[config.mk]
export PLATFORM = sky130hd
export DESIGN_NAME = relay_coil_driver
export DESIGN_NICKNAME = d
export VERILOG_FILES = /design/src/rtl/relay_coil_driver.sv
export SDC_FILE = /design/constraint.sdc
export NUM_CORES = 1
export LEC_CHECK = 0
export CORE_MARGIN = 3
export CORE_UTILIZATION = 58
export CTS_BUF_LIST = sky130_fd_sc_hd__clkbuf_4
export CTS_CLUSTER_SIZE = 40
export DETAILED_ROUTE_END_ITERATION = 8
export PLACE_DENSITY = 0.77
export SETUP_SLACK_MARGIN = 0.3
export SYNTH_ARGS = -nofsm -noshare
export SYNTH_HDL_FRONTEND = slang
export SYNTH_SLANG_ARGS = --single-unit
[constraint.sdc]
create_clock -name clk -period 6.3 [get_ports clk]
set_clock_uncertainty 0.2 [all_clocks]
set_input_delay 1.89 -clock clk [delete_from_list [all_inputs] [get_ports clk]]
set_output_delay 1.89 -clock clk [all_outputs]
set_load 0.1 [all_outputs]
[src/rtl/relay_coil_driver.sv]
// relay_coil_driver
//   Drives a relay coil from an active-low energise request. Each activation
//   starts with a full-strength pull-in pulse, then drops to a reduced-duty
//   PWM hold. After any release or fault clear, the coil is held off for a
//   minimum lockout time. A latched fault trips if the coil stays energised
//   too long. Activations are counted, and the count saturates.
//
// Ports
//   clk          system clock
//   reset        asynchronous active-low reset
//   relay_req_n  energise request, active-low (same clock domain)
//   fault_clr    fault clear, honoured only while the request is released
//   coil_drv     coil driver gate (1 = current flows)
//   relay_on     high while in PULLIN or HOLD
//   fault        latched over-time fault
//   act_count    activation counter, saturating at 16'hFFFF
//
// state   | meaning
// --------+------------------------------------------------------------
// IDLE    | coil off, waiting for a request
// PULLIN  | full drive for PULLIN_COUNT cycles
// HOLD    | PWM drive, HOLD_DUTY of every 16 cycles, until release/timeout
// LOCKOUT | coil off for MIN_OFF_COUNT cycles, requests ignored
// FAULT   | coil off, fault latched until cleared with request released

module relay_coil_driver #(
    parameter int unsigned CLK_FREQ   = 50_000_000,
    parameter int unsigned PULLIN_MS  = 50,
    parameter int unsigned HOLD_DUTY  = 6,
    parameter int unsigned MIN_OFF_MS = 500,
    parameter int unsigned MAX_ON_SEC = 60
) (
    input  logic        clk,
    input  logic        reset,
    input  logic        relay_req_n,
    input  logic        fault_clr,
    output logic        coil_drv,
    output logic        relay_on,
    output logic        fault,
    output logic [15:0] act_count
);

    localparam logic [31:0] PULLIN_COUNT  = 32'((CLK_FREQ / 1000) * PULLIN_MS);
    localparam logic [31:0] MIN_OFF_COUNT = 32'((CLK_FREQ / 1000) * MIN_OFF_MS);
    localparam logic [31:0] MAX_ON_COUNT  = 32'(CLK_FREQ * MAX_ON_SEC);
    // One bit wider than pwm_cnt so that a duty of 16 means continuous drive.
    localparam logic [4:0]  DUTY          = 5'(HOLD_DUTY);

    typedef enum logic [2:0] {
        S_IDLE,
        S_PULLIN,
        S_HOLD,
        S_LOCKOUT,
        S_FAULT
    } state_t;

    state_t      state_q;
    logic [31:0] on_timer_q;
    logic [31:0] off_timer_q;
    logic [3:0]  pwm_cnt_q;
    logic        coil_drv_q;
    logic        relay_on_q;
    logic        fault_q;
    logic [15:0] act_count_q;

    logic [3:0]  pwm_cnt_d;

    assign pwm_cnt_d = pwm_cnt_q + 4'd1;

    always_ff @(posedge clk or negedge reset) begin
        if (!reset) begin
            state_q     <= S_IDLE;
            on_timer_q  <= '0;
            off_timer_q <= '0;
            pwm_cnt_q   <= '0;
            coil_drv_q  <= 1'b0;
            relay_on_q  <= 1'b0;
            fault_q     <= 1'b0;
            act_count_q <= '0;
        end else begin
            case (state_q)
                S_IDLE: begin
                    if (!relay_req_n) begin
                        state_q    <= S_PULLIN;
                        on_timer_q <= '0;
                        coil_drv_q <= 1'b1;
                        relay_on_q <= 1'b1;
                        if (act_count_q != 16'hFFFF) begin
                            act_count_q <= act_count_q + 16'd1;
                        end
                    end
                end

                S_PULLIN: begin
                    if (relay_req_n) begin
                        state_q     <= S_LOCKOUT;
                        off_timer_q <= '0;
                        coil_drv_q  <= 1'b0;
                        relay_on_q  <= 1'b0;
                    end else begin
                        // on_timer keeps running into HOLD so the over-time
                        // limit covers the total energised time.
                        on_timer_q <= on_timer_q + 32'd1;
                        if (on_timer_q == PULLIN_COUNT - 32'd1) begin
                            state_q    <= S_HOLD;
                            pwm_cnt_q  <= '0;
                            coil_drv_q <= (DUTY != 5'd0);
                        end
                    end
                end

                S_HOLD: begin
                    // A release in the same cycle as the timeout takes
                    // priority, so no fault is raised.
                    if (relay_req_n) begin
                        state_q     <= S_LOCKOUT;
                        off_timer_q <= '0;
                        coil_drv_q  <= 1'b0;
                        relay_on_q  <= 1'b0;
                    end else if (on_timer_q == MAX_ON_COUNT - 32'd1) begin
                        state_q    <= S_FAULT;
                        coil_drv_q <= 1'b0;
                        relay_on_q <= 1'b0;
                        fault_q    <= 1'b1;
                    end else begin
                        on_timer_q <= on_timer_q + 32'd1;
                        pwm_cnt_q  <= pwm_cnt_d;
                        coil_drv_q <= ({1'b0, pwm_cnt_d} < DUTY);
                    end
                end

                S_LOCKOUT: begin
                    if (off_timer_q == MIN_OFF_COUNT - 32'd1) begin
                        state_q <= S_IDLE;
                    end else begin
                        off_timer_q <= off_timer_q + 32'd1;
                    end
                end

                S_FAULT: begin
                    if (fault_clr && relay_req_n) begin
                        state_q     <= S_LOCKOUT;
                        off_timer_q <= '0;
                        fault_q     <= 1'b0;
                    end
                end

                default: begin
                    state_q    <= S_IDLE;
                    coil_drv_q <= 1'b0;
                    relay_on_q <= 1'b0;
                    fault_q    <= 1'b0;
                end
            endcase
        end
    end

    assign coil_drv  = coil_drv_q;
    assign relay_on  = relay_on_q;
    assign fault     = fault_q;
    assign act_count = act_count_q;

endmodule

* Yosys cells after proc, flatten, opt, wreduce, memory -nomap -nowiden
Index checks and enable logic that the tools add are counted. Widths: inputs -> output; s select.
Cells by class: $add $sub $neg 4, magnitude comparators 1, equality and inequality tests 21, muxes and demuxes 36, bitwise logic cells 3, reduce and logical (&&, ||, !) cells 16
Operators with widths (number):
- $mux 32 | 7
- $pmux 32 s3 | 2
- $add 32x1->32 const B | 2
- $eq 32x22->1 const B | 1
- $eq 32x25->1 const B | 1
- $eq 32x32->1 const B | 1
- $mux 3 | 7
- $ne 2x2->1 const B | 10
- $add 16x1->16 const B | 1
- $mux 4 | 4
- $ne 16x16->1 const B | 1
- $pmux 3 s5 | 1
- $reduce_and 5->1 | 3
- $reduce_and 4->1 | 3
- $mux 1 | 11
- $pmux 1 s4 | 2
- $pmux 4 s2 | 1
- $eq 3x2->1 const B | 2
- $ne 3x3->1 const B | 2
- $reduce_and 3->1 | 2
- $reduce_bool 3->1 | 2
- $add 4x1->4 const B | 1
- $lt 4x3->1 const B | 1
- $reduce_or 2->1 | 2
- 9 further kinds | 11
Storage, ports and cells: register bits 90, input bits 4, output and inout bits 19, logic and storage cells 89

* Logic depth before layout (Yosys ltp)
word-level depth 5, depth in mapped cells 8, gate-level depth less buffers 6

* Worst setup path after synthesis
OpenSTA, ideal clock, no wires.
path type input-to-reg, start point input relay_req_n, end point register off_timer_q[21], library setup time 0.078 ns, arrival time 3.278 ns, data required time 6.022 ns, slack 2.744 ns, stages on the path 6, path buffers 1, path through nor4bb_1 > mux2_2 > o31ai_1 > buf_2 > or4_1 > a21oi_1
Between the ends: longest elaborated chain between the ends 3, elaborated cells between the ends (all ways) 4, classes of those cells eq/ne: 2; reduce/logical: 2
RTL lines:
- start: declaration | line 35 | input logic relay_req_n,
- $logic_and 1x1->1 | line 141 | if (fault_clr && relay_req_n) begin
- $ne 2x2->1 (no source line)
- $reduce_and 4->1 (no source line) *
- end signal: assignment | line 136 | off_timer_q <= off_timer_q + 32'd1;
- end: declaration | line 59 | logic [31:0] off_timer_q;
Every way passes the cells marked *; elsewhere a longest branch is shown, timed or not. A chain may end at the register's enable or synchronous reset.

* Worst setup path after layout
start point input relay_req_n, end point register off_timer_q[18]
Same word-level chain as after synthesis.

==> impl_metrics.json <==
{
  "outcome": "finished, final reports clean",
  "routed_wl_um": 12400,
  "gp_congestion": 0.864,
  "timing.fmax_ghz": 0.223,
  "antenna_left": 0,
  "fin_crit_sh_pct": 71.2,
  "post-route-min-period_ns": 4.49,
  "hpwl_um": 8680,
  "cts_resized": 0,
  "numCtsBuffers": 9,
  "endpoint_kind": "register",
  "htreeDepth": 3,
  "drt_iter0_markers": 365,
  "avgViaCountPerCell": 6.74,
  "clock-sinks": 90,
  "cp.arrival_ns": 4.66,
  "stdcell_area_mm2": 0.00574,
  "postSynthCellCount": 583,
  "drv_cap": 0,
  "synthArstFlopShare_pct": 100,
  "num_vias": 4760,
  "die_width_um": 102,
  "startpoint_type": "input port",
  "crit_fanout": 15,
  "syn2layout_area_growth_pct": 7.87,
  "setup_viol_count_final": 0,
  "grt_use_total_pct": 25.8,
  "diodes": 0,
  "path_clk_slew_ns": 0.15,
  "ys_types": 58,
  "yosysSeqAreaShare_pct": 42.3,
  "drc_errors": 0,
  "cts_setup_buffers": 0,
  "rsz0062_at_grt": "no",
  "worstMarginPinSlew_ns": 0.975,
  "grt_max_degree": 50,
  "grt_overflow_total": 0,
  "antenna_found_initial": 0,
  "ir_drop_v": 0.000341,
  "die_area_mm2": 0.0104,
  "final_nets": 601,
  "ioPinCount": 23,
  "rows": 34,
  "worstPathRequired_ns": 6.47,
  "firstDrtPassIters": 5,
  "cts_tree": "yes",
  "slew_viol_final": 0,
  "grt_pass1_vias": 4614,
  "cts-hold-fix-buffers": 0,
  "syn_nets": 591,
  "core-area_mm2": 0.00881,
  "clockRootBuffer": "clkbuf_4",
  "leakagePower_uw": 0.00238,
  "synth_edf_count": 0,
  "power_density_mw_per_mm2": 297,
  "path_class": "in -> reg",
  "ys_seq_elements": 90,
  "synth_area_mm2": 0.00532,
  "die_h_um": 102,
  "tns_ns": 0,
  "yosysWarnings": 0,
  "hold_class": "reg -> reg",
  "finalHoldViolations": 0,
  "slew_headroom_pct": 34.8,
  "grt_pass1_wl_um": 21600,
  "clk_path_buf_depth": 2,
  "clock_latency_ns": 0.46,
  "drive_above_1_share_pct": 8.70,
  "synth_ff_type": "dfrtp_1",
  "wl_per_cell_um": 17.6,
  "portBuffers": 22,
  "postPlaceCellArea_mm2": 0.00560,
  "start_util_pct": 60.4,
  "avgSynthCellArea_um2": 9.13
}
worst max-delay path, cell delays in order:
cell             delay (ns)
clkdlybuf4s50_1        0.80
nor4bb_1               0.47
mux2i_1                0.38
nor3_1                 0.34
or4b_2                 0.62
a21oi_1                0.15
routing by layer:
layer  wire length, um  GRT usage, %  part of all wire, %  vias to the layer above
li1                  -             -                    -                     2241
met1              5680          36.2                   46                     2360
met2              5980          41.6                   48                      141
met3               611          3.51                  4.9                       18
met4               143          8.49                  1.2                        0
met5                 0             0                    0                        -
synth_stat cells, drive strengths merged, types with 3 or more instances:
library cell	n	area, um^2
mux2i	16	160
inv	10	37.5
xor2	9	78.8
and3	13	81.3
nor2b	5	31.3
o31ai	25	193
ha	4	50.1
dfrtp	90	2250
a31oi	6	37.5
buf	7	41.3
o21a	5	37.5
nor4bb	3	30.0
or2	15	93.8
clkbuf	20	75.1
nor4	17	128
a21oi	39	195
o31a	4	35.0
a22o	4	35.0
nor2	27	101
nor3	14	75.1
nand4	17	106
or3	13	81.3
and4	13	114
nand2	60	225
nand2b	8	50.1
mux2	6	67.6
xnor2	9	78.8
o21ai	16	80.1
o41ai	3	26.3
o211ai	5	37.5
or4	26	199
nand3	43	215
nor4b	5	43.8
cell type report:
type                       count  area, um^2
inverter                      11        41.3
clock buffer                   9        67.6
timing repair buffer          26         248
fill                         750        3060
tap                          108         135
sequential                    90        2250
clock inverter                 7        73.8
multi-input combinational    455        2920
cell families (layout without fill, tap and decap cells):
family / after synthesis / count (layout) / share of synthesized area [%]
AND/OR/NAND/NOR: 287 / 287 / 30.9
AO/OA/AOI/OAI: 123 / 123 / 15.5
flip-flops: 90 / 90 / 42.3
buffers and inverters: 38 / 53 / 2.96
multiplexers: 22 / 22 / 4.28
XOR/XNOR: 18 / 18 / 2.96
adder cells (fa/ha/maj): 5 / 5 / 1.13
per-stage QoR:
stage	setup WS [ns]	power (uW)	utilization, %	instances	hold slack (ns)
floorplan	2.74	1210	-	583	0.295
global placement	1.61	1360	63.6	690	0.274
detailed placement	1.40	1380	63.6	690	0.275
CTS	1.85	1720	65.2	706	0.298
global route	1.73	1820	65.2	706	0.327
finish	1.81	1700	65.2	706	0.292
where the power goes:
part / internal [uW] / switching, uW / leakage (uW)
logic: 202 / 446 / 0.00107
registers: 631 / 91.9 / 0.00123
clock network: 124 / 210 / 0.0000771
total: 957 / 748 / 0.00238
placed cells by master, fill, tap and decap left out, drive strengths merged, types with 6 or more instances in the layout:
master,count
o31ai,25
nor3,14
or2,15
a21oi,39
dfrtp,90
o21ai,16
xnor2,9
inv,13
a31oi,6
nor4,17
xor2,9
nand3,43
mux2,6
mux2i,16
or3,13
nand4,17
nand2b,8
nor2,27
or4,26
nand2,60
and4,13
clkdlybuf4s50,21
and3,13
clkbuf,9
final timing paths:
check | slack, ns | endpoint | depth (start not counted) | startpoint
setup / recovery | 1.81 | off_timer_q[18]$_DFFE_PN0P_ | 6 | relay_req_n
hold / removal | 0.29 | act_count[9]$_DFFE_PN0P_ | 1 | act_count[9]$_DFFE_PN0P_
setup reg to reg | 3.38 | on_timer_q[2]$_DFFE_PN0P_ | 5 | on_timer_q[13]$_DFFE_PN0P_
hold reg to reg | 0.29 | act_count[9]$_DFFE_PN0P_ | 1 | act_count[9]$_DFFE_PN0P_
max in group asynchronous | 3.68 | off_timer_q[18]$_DFFE_PN0P_ | 2 | reset
min in group asynchronous | 1.24 | on_timer_q[7]$_DFFE_PN0P_ | 1 | reset
sequential cells by signal (all words and copies together) (netlist names):
| register | count |
|---|---|
| pwm_cnt_q | 4 |
| act_count | 16 |
| state_q | 3 |
| relay_on | 1 |
| fault | 1 |
| off_timer_q | 32 |
| on_timer_q | 32 |
| coil_drv | 1 |
No activity file was read; power rests on OpenSTA's default activity.
